===== src/rtl/tinyqv_uart_rx.sv =====
// 8N1 UART receiver: 2-flop synchroniser, mid-bit sampling FSM, one-byte holding
// register with valid/ready pop, framing-error pulse and sticky overrun flag.
module tinyqv_uart_rx #(
  parameter int CLKS_PER_BIT = 556,
  parameter int CNT_W        = 16
) (
  input  logic       clk,
  input  logic       rst_n,
  input  logic       uart_rxd,
  output logic [7:0] rx_data,
  output logic       rx_valid,
  input  logic       rx_ready,
  output logic       frame_err,
  output logic       overrun,
  input  logic       overrun_clr,
  output logic       busy
);

  localparam logic [CNT_W-1:0] BIT_END  = CNT_W'(CLKS_PER_BIT - 1);
  localparam logic [CNT_W-1:0] HALF_END = CNT_W'(CLKS_PER_BIT / 2 - 1);

  typedef enum logic [1:0] {
    S_IDLE,
    S_START,
    S_DATA,
    S_STOP
  } state_e;

  logic [1:0]       sync_q;
  logic             rxd_s;
  state_e           state_q, state_d;
  logic [CNT_W-1:0] cnt_q, cnt_d;
  logic [2:0]       idx_q, idx_d;
  logic [7:0]       shreg_q, shreg_d;
  logic             line_idle_q, line_idle_d;
  logic [7:0]       rx_data_q, rx_data_d;
  logic             rx_valid_q, rx_valid_d;
  logic             frame_err_q, frame_err_d;
  logic             overrun_q, overrun_d;
  logic             stop_ok;
  logic             ovr_set;
  logic             pop;

  // Idle-high line, so the synchroniser resets to 1 to avoid a false start bit.
  always_ff @(posedge clk or negedge rst_n) begin
    if (!rst_n) begin
      sync_q <= 2'b11;
    end else begin
      sync_q <= {sync_q[0], uart_rxd};
    end
  end

  assign rxd_s = sync_q[1];
  assign pop   = rx_valid_q & rx_ready;

  always_ff @(posedge clk or negedge rst_n) begin
    if (!rst_n) begin
      state_q     <= S_IDLE;
      cnt_q       <= '0;
      idx_q       <= '0;
      shreg_q     <= '0;
      line_idle_q <= 1'b0;
      rx_data_q   <= '0;
      rx_valid_q  <= 1'b0;
      frame_err_q <= 1'b0;
      overrun_q   <= 1'b0;
    end else begin
      state_q     <= state_d;
      cnt_q       <= cnt_d;
      idx_q       <= idx_d;
      shreg_q     <= shreg_d;
      line_idle_q <= line_idle_d;
      rx_data_q   <= rx_data_d;
      rx_valid_q  <= rx_valid_d;
      frame_err_q <= frame_err_d;
      overrun_q   <= overrun_d;
    end
  end

  always_comb begin
    state_d     = state_q;
    cnt_d       = cnt_q;
    idx_d       = idx_q;
    shreg_d     = shreg_q;
    line_idle_d = line_idle_q | rxd_s;
    frame_err_d = 1'b0;
    stop_ok     = 1'b0;

    case (state_q)
      S_IDLE: begin
        cnt_d = '0;
        // A break keeps line_idle low, so a held-low line cannot restart a frame.
        if (!rxd_s && line_idle_q) begin
          state_d     = S_START;
          line_idle_d = 1'b0;
        end
      end
      S_START: begin
        if (cnt_q == HALF_END) begin
          cnt_d = '0;
          if (!rxd_s) begin
            state_d = S_DATA;
            idx_d   = '0;
          end else begin
            state_d = S_IDLE;
          end
        end else begin
          cnt_d = cnt_q + 1'b1;
        end
      end
      S_DATA: begin
        if (cnt_q == BIT_END) begin
          cnt_d   = '0;
          shreg_d = {rxd_s, shreg_q[7:1]};
          if (idx_q == 3'd7) begin
            state_d = S_STOP;
          end else begin
            idx_d = idx_q + 1'b1;
          end
        end else begin
          cnt_d = cnt_q + 1'b1;
        end
      end
      S_STOP: begin
        if (cnt_q == BIT_END) begin
          cnt_d   = '0;
          state_d = S_IDLE;
          if (rxd_s) begin
            stop_ok = 1'b1;
          end else begin
            frame_err_d = 1'b1;
          end
        end else begin
          cnt_d = cnt_q + 1'b1;
        end
      end
      default: begin
        state_d = S_IDLE;
        cnt_d   = '0;
      end
    endcase
  end

  // A same-cycle pop frees the slot, so the new byte replaces the old one.
  always_comb begin
    rx_data_d  = rx_data_q;
    rx_valid_d = rx_valid_q;
    ovr_set    = 1'b0;
    if (stop_ok) begin
      if (!rx_valid_q || pop) begin
        rx_data_d  = shreg_q;
        rx_valid_d = 1'b1;
      end else begin
        ovr_set = 1'b1;
      end
    end else if (pop) begin
      rx_valid_d = 1'b0;
    end
    overrun_d = overrun_clr ? 1'b0 : (overrun_q | ovr_set);
  end

  assign rx_data   = rx_data_q;
  assign rx_valid  = rx_valid_q;
  assign frame_err = frame_err_q;
  assign overrun   = overrun_q;
  assign busy      = (state_q != S_IDLE);

endmodule


===== config.mk =====
export PLATFORM = sky130hd
export DESIGN_NAME = tinyqv_uart_rx
export DESIGN_NICKNAME = d
export VERILOG_FILES = /design/src/rtl/tinyqv_uart_rx.sv
export SDC_FILE = /design/constraint.sdc
export NUM_CORES = 1
export LEC_CHECK = 0
export ABC_AREA = 1
export CORE_MARGIN = 2
export CORE_UTILIZATION = 40
export DETAILED_ROUTE_END_ITERATION = 7
export PLACE_DENSITY = 0.62
export SYNTH_ARGS = -nofsm -noshare
export SYNTH_HDL_FRONTEND = slang
export SYNTH_SLANG_ARGS = --single-unit

===== constraint.sdc =====
create_clock -name clk -period 2.5 [get_ports clk]
set_input_delay 0.5 -clock clk [delete_from_list [all_inputs] [get_ports clk]]
set_output_delay 0.5 -clock clk [all_outputs]
set_load 0.005 [all_outputs]

=== Word level (Yosys, flattened, before mapping) ===
Cells that the tools add are included.

* Register bits after elaboration: 43
* Output and inout port bits: 12

* Reduce and logical (&&, ||, !) cells: 14
* Add/sub/neg operators: 2
* Eq/ne operators: 14
* Bitwise logic cells: 3
* Muxes and demuxes: 29

{| class="wikitable"
|+ Operators by type and width
! operator !! number
|-
| 16-bit case mux with 3 select lines || 1
|-
| 16-bit 2-to-1 mux || 2
|-
| 16-bit by 1-bit adder with 16-bit output, second input constant || 1
|-
| 16-bit by 10-bit equality test with 1-bit output, second input constant || 1
|-
| 16-bit by 9-bit equality test with 1-bit output, second input constant || 1
|-
| 1-bit 2-to-1 mux || 14
|-
| 2-bit inequality test, second input constant || 7
|-
| 2-bit 2-to-1 mux || 6
|-
| 3-bit 2-to-1 mux || 4
|-
| 5-bit AND reduction || 2
|-
| 2-bit case mux with 4 select lines || 1
|-
| 3-bit case mux with 2 select lines || 1
|-
| 2-bit AND reduction || 3
|-
| 2-bit nonzero test || 3
|-
| 2-bit equality test, second input constant || 2
|-
| 3-bit by 1-bit adder with 3-bit output, second input constant || 1
|-
| 3-bit equality test, second input constant || 1
|-
| 2-bit by 1-bit equality test with 1-bit output, second input constant || 1
|-
| 1-bit zero test || 2
|-
| 2-bit zero test || 1
|-
| 2-bit by 1-bit inequality test with 1-bit output, second input constant || 1
|-
| 1-bit bitwise OR || 2
|-
| 2-bit OR reduction || 1
|-
| 1-bit AND || 1
|-
| other kinds (2) || 2
|}

=== Longest topological paths before layout ===
* Depth in word-level cells: 6
* Depth in mapped cells: 13
* Mapped depth without buffers: 13

=== Worst setup path before layout ===
OpenSTA, ideal clock, no wires.

* Path kind: flip-flop to flip-flop
* From: reg cnt_q[0]
* To: reg rx_data_q[5], in the netlist rx_data[5]
* Path buffers: 1
* Arrival: 1,405 ps
* Stages on the path, launching flop included: 12
* Required time: 2,383 ps
* Path slack: 977 ps
* Cell sequence: dfrtp_1 -> ha_1 -> nand2_1 -> inv_1 -> nand2_2 -> nor2_4 -> nand2_4 -> nor3_4 -> nand2_4 -> buf_6 -> nand2_2 -> o21ai_2

* Longest elaborated chain between the ends: 4

{| class="wikitable"
|+ Ends and longest elaborated chain
! what !! line !! text
|-
| start: declaration || 32 || <nowiki>logic [CNT_W-1:0] cnt_q, cnt_d;</nowiki>
|-
| start signal: assignment || 69 || <nowiki>cnt_q <= cnt_d;</nowiki>
|-
| 16-bit by 10-bit equality test with 1-bit output || 125 || <nowiki>if (cnt_q == BIT_END) begin</nowiki>
|-
| 1-bit 2-to-1 mux || 125 ||
|-
| 1-bit 2-to-1 mux || 89 || <nowiki>case (state_q)</nowiki>
|-
| 2-bit AND reduction (no source line) || - ||
|-
| end signal: assignment || 73 || <nowiki>rx_data_q <= rx_data_d;</nowiki>
|-
| end: declaration || 36 || <nowiki>logic [7:0] rx_data_q, rx_data_d;</nowiki>
|}

No other way between the ends.
A chain may end at the register's enable or synchronous reset.

=== Final worst setup path ===
* From: reg state_q[0]
* To: out busy

* Longest elaborated chain between the ends: 1

{| class="wikitable"
|+ Ends and longest elaborated chain
! what !! line !! text
|-
| start: declaration || 31 || <nowiki>state_e state_q, state_d;</nowiki>
|-
| start signal: assignment || 68 || <nowiki>state_q <= state_d;</nowiki>
|-
| 2-bit nonzero test || 166 || <nowiki>assign busy = (state_q != S_IDLE);</nowiki>
|-
| end: declaration || 16 || <nowiki>output logic busy</nowiki>
|}

No other way between the ends.

==> flow_summary.ini <==
[status]
status = complete, no violations

[clock_tree]
insertion_delay_ns = 0.29
cts_repair_resize_count = 0
clk_path_buf_depth = 2
cts-root-buf = clkbuf_8
numCtsBuffers = 5
cts_setup_buffers = 0
htreeDepth = 2
cts_tree = built
cts.sinks = 43
clkTransAtPathRegs_ns = 0.08
hold_buffers = 0

[global_route]
grt_overflow_total = 0
grt_pass1_wl_um = 6840
grt_max_degree = 21
antenna_found_initial = 0
track_usage_pct = 14.5
grt_pass1_vias = 1485

[floorplan]
die_y_um = 77.1
coreArea_um2 = 5140
initial_utilization_pct = 41.5
die_x_um = 77.1
fp-row-count = 26
die_area_um2 = 5940
ios = 17

[synthesis]
syn_inst = 244
ys_seq_area_share_pct = 50.5
ys_warn_count = 0
synth.distinct_cells = 27
syn_nets = 253
ys_ff_latch = 43
syn_avg_cell_area_um2 = 8.75
syn-cell-area_um2 = 2130

[detailed_routing]
vias_per_cell = 4.45
wl_um = 3680
first_iter_violations = 65
post_drt_wl_per_cell_um = 10.9
drc = 0
firstDrtPassIters = 4
num_vias = 1496
ant_nets = 0

[setup_path]
slowest_stage = dfrtp_1
cp.arrival_ns = 1.47
cp_max_fo = 7
worstPathCellList = nor2_1 > inv_1 > clkdlybuf4s50_1
end_kind = primary output
slowest_delay_ns = 0.46
start_kind = flip-flop
critPathRequiredTime_ns = 2.00
crit_type = flip-flop to primary output

[place]
gp_congestion = 0.790
io_buffers = 16
place_inst = 328
dp_slack_ns = 0.796
dp_hpwl_um = 2730

[finish]
final_cell_mix = nand2_1 (51), dfrtp_1 (41), inv_1 (33)
final_cells = 336
n_antenna_cell = 0
regArea_um2 = 1080
fin_nets = 274
layout_commonest_cell = nand2_1
fin_util_pct = 48.1
num-fill-cells = 525
multi_input_area_um2 = 885
final_layout_size_suffix_gt1_share_pct = 18.4
syn_to_final_growth_pct = 15.8

[timing]
fmax_mhz = 508
period_share_pct = 78.7
setup_slack_ns = 0.531
tns_ns = 0
rsz0062_at_grt = false
clock_skew_ns = 0.00624
maxSlewViolCount = 0
worstMarginPinSlew_ns = 0.430
slew_headroom_pct = 71.3
setup_violations = 0
min_period_ns = 1.97
hold_viol_final = 0

[job]
drv_cap = 0

[power]
vdd_drop_max_mv = 0.337
p_leak_nw = 1.11
power_density_nw_per_um2 = 697

[worst_hold_path]
min_path_type = input port to async pin
## kinds of logic (layout without fill, tap and decap cells)
kind of cell / after synthesis / after routing / share of synthesized area, %
simple gates: 118 / 118 / 27.3
flops: 43 / 43 / 50.5
buf+inv: 41 / 63 / 8.03
compound gates: 29 / 29 / 8.15
xor+xnor: 9 / 9 / 3.69
fa+ha+maj: 4 / 4 / 2.34
## power by group
part | total (W) | internal (W) | switching, W
sequential | 0.000804 | 0.000751 | 0.0000534
combinational | 0.000391 | 0.000128 | 0.000264
clock | 0.000529 | 0.000297 | 0.000232
total | 0.00172 | 0.00118 | 0.000549
## routing by layer
metal / share of wire [%] / up-vias / track usage (%)
met5: 0 / - / 0
met4: 1.9 / 0 / 5.36
met3: 2.3 / 5 / 3.41
met2: 46 / 11 / 22.5
met1: 49 / 684 / 19.9
li1: - / 796 / -
## synth_stat cells, drive strengths merged
| master | instances | area, um2 |
|---|---|---|
| nand2 | 60 | 258 |
| dfrtp | 41 | 1030 |
| inv | 37 | 139 |
| nor2 | 35 | 176 |
| o21ai | 21 | 131 |
| nand3 | 10 | 55.1 |
| nor3 | 8 | 61.3 |
| xor2 | 8 | 70.1 |
| a21oi | 7 | 35.0 |
| buf | 4 | 32.5 |
| ha | 4 | 50.1 |
| nand4 | 3 | 18.8 |
| dfstp | 2 | 52.6 |
| or2 | 2 | 12.5 |
| o31ai | 1 | 7.51 |
| xnor2 | 1 | 8.76 |
## metrics by stage
step / instance area, um2 / hold slack (ns) / power (W)
2_1_floorplan: 2130 / 0.204 / 0.00110
3_3_place_gp: 2360 / 0.350 / 0.00121
3_5_place_dp: 2360 / 0.352 / 0.00122
4_1_cts: 2470 / 0.147 / 0.00176
5_1_grt: 2470 / 0.159 / 0.00188
6_report: 2470 / 0.138 / 0.00172
## area by class of cell
class                      count  share of cell area, %
timing repair buffer          18                   6.88
inverter                      37                   5.62
sequential                    43                   43.6
multi-input combinational    160                   35.8
clock buffer                   5                   2.78
clock inverter                 3                   1.77
tap                           70                   3.54
## registers in the layout, indices dropped and copies added (netlist names), named ones only
signal,flops
rx_valid,1
idx_q,3
state_q,1
shreg_q,8
sync_q,2
frame_err,1
rx_data,8
cnt_q,16
overrun,1
line_idle_q,1
## critical path: cells and delay by family, from the launching register on
family                 cells  cell delay, ns
buffers and inverters      2            0.55
DFF                        1            0.46
and+or+nand+nor            1            0.18
## final timing paths
kind                       slack, ns       start         end  cells after the start
hold / removal                  0.14       rst_n  rx_data[5]                      1
hold reg to reg                 0.35   sync_q[0]   sync_q[1]                      0
setup / recovery                0.53  state_q[0]        busy                      3
max in group asynchronous       1.79       rst_n   sync_q[1]                      2
setup reg to reg                0.82    cnt_q[0]   cnt_q[10]                     10
min in group clk                0.35   sync_q[0]   sync_q[1]                      0
Note: power is estimated with default switching activity, not from simulation.
